### src/rtl/multi_edge_counter_pkg.sv
// Shared definitions for the multi-channel edge counter: edge-mode encoding,
// default parameter values and the edge-select helper.
package multi_edge_counter_pkg;

  // Run-time edge selection, shared by all channels.
  typedef enum logic [1:0] {
    EDGE_RISE = 2'b00,
    EDGE_FALL = 2'b01,
    EDGE_BOTH = 2'b10,
    EDGE_OFF  = 2'b11
  } edge_mode_e;

  localparam int unsigned CHANNELS_DEF     = 4;
  localparam int unsigned WIDTH_DEF        = 8;
  localparam int unsigned SYNC_STAGES_DEF  = 2;
  localparam int unsigned DEBOUNCE_LEN_DEF = 4;

  // Picks the countable event out of the detected rise/fall pair.
  function automatic logic edge_event(input edge_mode_e mode,
                                      input logic       rise,
                                      input logic       fall);
    logic evt;
    case (mode)
      EDGE_RISE: evt = rise;
      EDGE_FALL: evt = fall;
      EDGE_BOTH: evt = rise | fall;
      default:   evt = 1'b0;
    endcase
    return evt;
  endfunction

endpackage

### src/rtl/edge_count_channel.sv
// One counter channel: input synchroniser, optional debounce filter, edge
// detector and wrapping/saturating counter with overflow and threshold pulse.
// Optional feature: define MULTI_EDGE_DEBOUNCE_EN to build the debounce filter.
module edge_count_channel
  import multi_edge_counter_pkg::*;
#(
  parameter int unsigned WIDTH        = WIDTH_DEF,
  parameter int unsigned SYNC_STAGES  = SYNC_STAGES_DEF
`ifdef MULTI_EDGE_DEBOUNCE_EN
  ,
  parameter int unsigned DEBOUNCE_LEN = DEBOUNCE_LEN_DEF
`endif
) (
  input  logic             clk,
  input  logic             rst_n,
  input  logic             ext_in,
  input  logic [1:0]       edge_mode,
  input  logic             saturate,
  input  logic             clear,
  input  logic [WIDTH-1:0] threshold,
  output logic [WIDTH-1:0] count,
  output logic             overflow,
  output logic             thresh_hit
);

  logic [SYNC_STAGES-1:0] sync_q;
  logic                   s;
  logic                   filt;
  logic                   p;
  logic                   rise;
  logic                   fall;
  logic                   evt;
  logic [WIDTH-1:0]       cnt_inc;
  logic                   at_max;

  // Synchroniser chain; the last stage is the first usable sample.
  always_ff @(posedge clk or negedge rst_n) begin
    if (!rst_n) begin
      sync_q <= '0;
    end else begin
      // NOTE: non-blocking assignment lets every stage shift off the same old values.
      sync_q <= {sync_q[SYNC_STAGES-2:0], ext_in};
    end
  end

  assign s = sync_q[SYNC_STAGES-1];

`ifdef MULTI_EDGE_DEBOUNCE_EN
  localparam int unsigned DbW = $clog2(DEBOUNCE_LEN + 1);

  logic [DbW-1:0] db_cnt;

  // Debounce: follow s only once it has disagreed with filt for DEBOUNCE_LEN cycles in a row.
  always_ff @(posedge clk or negedge rst_n) begin
    if (!rst_n) begin
      db_cnt <= '0;
      filt   <= 1'b0;
    end else if (s == filt) begin
      db_cnt <= '0;
    end else if (db_cnt == DbW'(DEBOUNCE_LEN - 1)) begin
      db_cnt <= '0;
      filt   <= s;
    end else begin
      db_cnt <= db_cnt + 1'b1;
    end
  end
`else
  assign filt = s;
`endif

  // Previous filtered sample; keeps running through clear and mode 11 so no edge is replayed later.
  always_ff @(posedge clk or negedge rst_n) begin
    if (!rst_n) begin
      p <= 1'b0;
    end else begin
      p <= filt;
    end
  end

  // Edge detect and mode select.
  always_comb begin
    // NOTE: every always_comb output is assigned up front so no path can infer a latch.
    rise    = filt & ~p;
    fall    = ~filt & p;
    evt     = edge_event(edge_mode_e'(edge_mode), rise, fall);
    cnt_inc = count + 1'b1;
    at_max  = &count;
  end

  // Counter, sticky overflow and one-cycle threshold pulse; clear wins over a coincident event.
  always_ff @(posedge clk or negedge rst_n) begin
    if (!rst_n) begin
      count      <= '0;
      overflow   <= 1'b0;
      thresh_hit <= 1'b0;
    end else if (clear) begin
      count      <= '0;
      overflow   <= 1'b0;
      thresh_hit <= 1'b0;
    end else begin
      thresh_hit <= 1'b0;
      if (evt) begin
        if (!at_max) begin
          count      <= cnt_inc;
          thresh_hit <= (cnt_inc == threshold);
        end else begin
          overflow <= 1'b1;
          if (!saturate) begin
            count      <= '0;
            thresh_hit <= (threshold == '0);
          end
        end
      end
    end
  end

endmodule

### src/rtl/multi_edge_counter.sv
// Multi-channel asynchronous edge counter: CHANNELS independent copies of
// edge_count_channel sharing mode, saturate, clear and threshold controls.
// Optional feature: define MULTI_EDGE_DEBOUNCE_EN to add a per-channel
// debounce filter of DEBOUNCE_LEN cycles ahead of the edge detector.
module multi_edge_counter
  import multi_edge_counter_pkg::*;
#(
  parameter int unsigned CHANNELS     = CHANNELS_DEF,
  parameter int unsigned WIDTH        = WIDTH_DEF,
  parameter int unsigned SYNC_STAGES  = SYNC_STAGES_DEF,
  parameter int unsigned DEBOUNCE_LEN = DEBOUNCE_LEN_DEF
) (
  input  logic                      clk,
  input  logic                      rst_n,
  input  logic [CHANNELS-1:0]       ext_in,
  input  logic [1:0]                edge_mode,
  input  logic                      saturate,
  input  logic                      clear,
  input  logic [WIDTH-1:0]          threshold,
  output logic [CHANNELS*WIDTH-1:0] count,
  output logic [CHANNELS-1:0]       overflow,
  output logic [CHANNELS-1:0]       thresh_hit
);

  // Reject configurations outside the supported ranges at elaboration time.
  if (CHANNELS < 1 || CHANNELS > 16) begin : g_bad_channels
    $error("multi_edge_counter: CHANNELS must be 1..16");
  end
  if (WIDTH < 2 || WIDTH > 16) begin : g_bad_width
    $error("multi_edge_counter: WIDTH must be 2..16");
  end
  if (SYNC_STAGES < 2 || SYNC_STAGES > 3) begin : g_bad_sync
    $error("multi_edge_counter: SYNC_STAGES must be 2..3");
  end
  if (DEBOUNCE_LEN < 1) begin : g_bad_debounce
    $error("multi_edge_counter: DEBOUNCE_LEN must be at least 1");
  end

  // One independent channel per input bit; outputs are packed channel 0 first.
  for (genvar i = 0; i < CHANNELS; i++) begin : g_ch
    edge_count_channel #(
      .WIDTH        (WIDTH),
      .SYNC_STAGES  (SYNC_STAGES)
`ifdef MULTI_EDGE_DEBOUNCE_EN
      ,
      .DEBOUNCE_LEN (DEBOUNCE_LEN)
`endif
    ) u_ch (
      .clk        (clk),
      .rst_n      (rst_n),
      .ext_in     (ext_in[i]),
      .edge_mode  (edge_mode),
      .saturate   (saturate),
      .clear      (clear),
      .threshold  (threshold),
      .count      (count[i*WIDTH +: WIDTH]),
      .overflow   (overflow[i]),
      .thresh_hit (thresh_hit[i])
    );
  end

endmodule

### config.mk
export PLATFORM = sky130hd
export DESIGN_NAME = multi_edge_counter
export DESIGN_NICKNAME = d
export VERILOG_FILES = /design/src/rtl/multi_edge_counter_pkg.sv /design/src/rtl/edge_count_channel.sv /design/src/rtl/multi_edge_counter.sv
export SDC_FILE = /design/constraint.sdc
export NUM_CORES = 1
export LEC_CHECK = 0
export CELL_PAD_IN_SITES_DETAIL_PLACEMENT = 2
export CELL_PAD_IN_SITES_GLOBAL_PLACEMENT = 2
export CORE_ASPECT_RATIO = 2
export CORE_MARGIN = 1
export CORE_UTILIZATION = 33
export CTS_CLUSTER_SIZE = 40
export DETAILED_ROUTE_END_ITERATION = 10
export PLACE_DENSITY = 0.82
export RECOVER_POWER = 50
export SLEW_MARGIN = 20
export SYNTH_ARGS = -nofsm -noshare
export SYNTH_HDL_FRONTEND = slang
export SYNTH_SLANG_ARGS = --single-unit
export TNS_END_PERCENT = 5
### constraint.sdc
create_clock -name clk -period 2 [get_ports clk]
set_input_delay 0.6 -clock clk [delete_from_list [all_inputs] [get_ports clk]]
set_output_delay 0.6 -clock clk [all_outputs]
set_load 0.05 [all_outputs]
==> summary.md <==
| Metric | Value |
|---|---|
| Status | finished, violations left |
| Violated checks | setup timing |
| Synth warn | 0 |
| Starting Density | 34.2% |
| Layout cells sized above 1 | 30.1% |
| Worst setup EP type | flip-flop |
| Slew margin rel. | between 40% and 50% |
| DR vias | around 3,700 |
| Setup CP Type | in -> reg |
| Unrepaired setup endpoints after global routing | yes |
| Peak VDD IR | ~450 uV |
| Post-synth cell types | 61 |
| Total Power | between 2 and 3 mW |
| Syn Nets | 440 |
| DP Wirelength | 11,300 um |
| Period utilization | 102% |
| Arr. time, crit path | approximately 2.3 ns |
| Max Buffers Root-to-Sink | 2 |
| Sw Pwr | between 0.7 and 0.8 mW |
| Clock power frac | 38.8% |
| Avg Vias per Cell | about 5.7 |
| Global-route wire length before repair | 24,200 um |
| Pwr Density | between 500 and 600 mW/mm^2 |
| Fin nets | about 540 |
| Share of the synthesized area in the top cell type | approximately 36% |
| Final setup fails | 2 |
| Hold Vio Cnt, Final | 0 |
| Largest net degree at the start of global routing | 40 |
| Gp weighted congestion | just over 0.8 |
| Hold_buf cts | 0 |
| Least-Margin Pin Slew | 0.752 ns |
| Hold WC Path Type | in -> async |
| Post-synth top flop | dfrtp_1 |
| Grt ovf | 0 |
| Ant. Diodes | 0 |
| Clock Skew | 0.0105 ns |
| CORE AREA | approximately 0.011 mm^2 |
| CP required | about 2.2 ns |
| Synth Area in Simple Gates | between 20% and 30% |
| IO Count | 58 |
| Die width | ~76 um |
| Synth-to-Final Area Change | 43.4% |
| F_max | ~500 MHz |
| Cell Int Power | ~1.9 mW |
| Mux cell area share after synthesis | under 10% |
| Clock Latency Late Sink | ~0.31 ns |
| Die Ht | about 150 um |
| Comb power frac | roughly 20% |
| Compound-Gate Fraction of Synth Area | between 15 and 20% |
| Sw Share | a little under 30% |
| Cell chain of the critical path | clkdlybuf4s50_1 > or3_1 > a21boi_0 > o22ai_1 > o31ai_2 |
| Leak pwr | about 2.2 nW |
| Vias in the first global route | between 4,000 and 5,000 |
| Number of antenna violations at the first check in global routing | 0 |
| Wire length per cell | around 25 um |
| Worst path max stage delay | 0.55 ns |
| Top post-synthesis cells by area | dfrtp_1 36%, xnor2_1 6.8%, ha_1 4.2% |
| Die ar. | 0.0114 mm^2 |
| Asr flop ratio synth | 100% |
| CP max-delay cell | clkdlybuf4s50_1 |
| Reg area | ~0.0013 mm^2 |
| Cells after Synth | a little over 400 |
| PortBufs | between 50 and 60 |
| Clk slew on worst S/H paths | ~0.08 ns |
| Final Util | approximately 49% |
| Kind of cell adding the most delay to the critical path | compound AO/OA/AOI/OAI gates |
| Antenna viol nets, final | 0 |
| Cell Area, Synth | about 0.0036 mm^2 |
| Post-route insts no fill | about 650 |
| Final worst setup slack | -0.0467 ns |
| Seq pwr share | approximately 40% |
| Total Routing Usage GR | 29.4% |
| Final wirelength | about 16,000 um |
| Root Driver | clkbuf_16 |
| CTS tree | yes |
| Largest family of logic cells by synthesized area | simple AND/OR/NAND/NOR gates |
| H-tree levels | 2 |
| Worst path bufs/invs | 1 |
| Num Clock Sinks | 52 |
| Post-Synth Adder-Cell Area | approximately 4.2% |
| Most area-hungry cell type in the Yosys netlist | dfrtp_1 |
| Seq/Total Area, Yosys | a little over a third |
| Avg Inst Size Synth | around 9 um^2 |
| #FFs+latches synth | 52 |
| Max-cap violations | 0 |
| Placed Instances | ~640 |
| First-iteration detailed-routing DRC count | 152 |
| Synth Area in XOR/XNOR | roughly 11% |
| CP max FO | 3 |
| Core Rows | 53 |
| Filler instances | 1,121 |
| Setup TNS | -0.0714 ns |
| Crit path time final | ~2 ns |
| DRT Pass-1 Iters | 4 |
| Inserted Clock Buffers | 5 |
| Detailed-route DRC error count | 0 |
| Fin. max-slew vios | 0 |
| Multi-input gate area | 0.00214 mm^2 |
| Number of flops mapped to enable cells by yosys | 0 |
| CP Launch Type | input port |
-- path summary, 6_finish.rpt --
path                                        startpoint                       to  slack [ns]  cells after the start
worst max-delay path                      threshold[7]  g_ch[1].u_ch.thresh_hit       -0.05                      5
worst min-delay path                             rst_n    g_ch[3].u_ch.count[5]        0.33                      1
worst max register to register   g_ch[1].u_ch.count[2]  g_ch[1].u_ch.thresh_hit        0.03                      5
worst min register to register  g_ch[2].u_ch.sync_q[0]   g_ch[2].u_ch.sync_q[1]        0.35                      0
max in group asynchronous                        rst_n           g_ch[2].u_ch.p        0.48                      2
min in group clk                g_ch[2].u_ch.sync_q[0]   g_ch[2].u_ch.sync_q[1]        0.35                      0
-- layout by cell type, fill, tap and decap left out, types with 5 or more instances in the layout --
cell type	n
a21oi_1	23
a311oi_1	5
and2_1	5
buf_12	24
buf_4	79
clkbuf_1	6
clkbuf_16	5
dfrtp_1	48
dlymetal6s2s_1	5
ha_1	10
inv_1	17
mux2i_1	7
nand2_1	36
nand2b_1	6
nand3_1	17
nand4_1	6
nor2_1	32
nor3_1	13
o21ai_0	14
xnor2_1	28
xor2_1	16
-- what timing repair did --
action / 4_1_cts / 5_1_grt
resized for setup: 13 / 27
pin swaps: 3 / 6
buffers inserted: 0 / 2
endpoints found under the setup margin: 38 / 19
-- metrics by stage --
stage | hold slack [ns] | cell area [um^2] | setup slack (ns)
after floorplan | 0.304 | 3610 | -0.0338
after global placement | 0.340 | 4890 | -0.530
after detailed placement | 0.339 | 4890 | -0.831
after CTS | 0.196 | 5090 | -0.227
after global routing | 0.358 | 5170 | -0.0482
final | 0.327 | 5170 | -0.0467
-- cells in the mapped netlist (3+ instances only) --
cell,number
o31ai_1,3
mux2i_1,7
a22o_1,3
o211ai_1,3
or3_1,4
nand2b_1,6
a31oi_1,4
nand3_1,17
nand4_1,6
inv_1,19
dfrtp_1,52
clkbuf_1,7
a21boi_0,3
and3_1,4
xor2_1,17
a32oi_1,3
and2_1,5
buf_2,17
a21o_1,4
nor3_1,13
ha_1,12
nand2_1,36
a311oi_1,5
buf_4,9
a21oi_1,23
or4_1,4
xnor2_1,28
nor2_1,32
o21ai_0,17
nor3b_1,3
-- kinds of logic after synthesis --
| kind of cell | count (synthesis) |
|---|---|
| fa+ha+maj | 12 |
| simple gates | 148 |
| mux | 9 |
| flops | 52 |
| compound gates | 89 |
| xor+xnor | 45 |
| buf+inv | 55 |
-- routing by layer --
layer | wire, um | GRT usage [%]
met2 | 8900 | 54.3
met1 | 5520 | 29.9
met4 | 1130 | 17.5
met5 | 0 | 0
met3 | 405 | 3.50
-- power groups by stage --
| stage | Combinational [mW] | Sequential (mW) | Clock (mW) |
|---|---|---|---|
| finish | 0.546 | 1.10 | 1.05 |
| global route | 0.579 | 1.11 | 1.10 |
| CTS | 0.528 | 1.10 | 1.06 |
| detailed placement | 0.516 | 1.12 | 0 |
| global placement | 0.492 | 1.12 | 0 |
| floorplan | 0.206 | 1.17 | 0 |
-- area by class of cell --
class	instances	area share (%)
inverter	20	1.53
clock inverter	3	0.896
tap	137	3.32
sequential	52	25.3
multi-input combinational	303	41.4
timing repair buffer	129	25.2
clock buffer	5	2.42
-- sequential cells by signal, summed over array words and instances, names as in the netlist --
| register | flops |
|---|---|
| g_ch.u_ch.count | 32 |
| g_ch.u_ch.sync_q | 8 |
| g_ch.u_ch.overflow | 4 |
| g_ch.u_ch.p | 4 |
| g_ch.u_ch.thresh_hit | 4 |
Note: power is estimated with default switching activity, not from simulation.
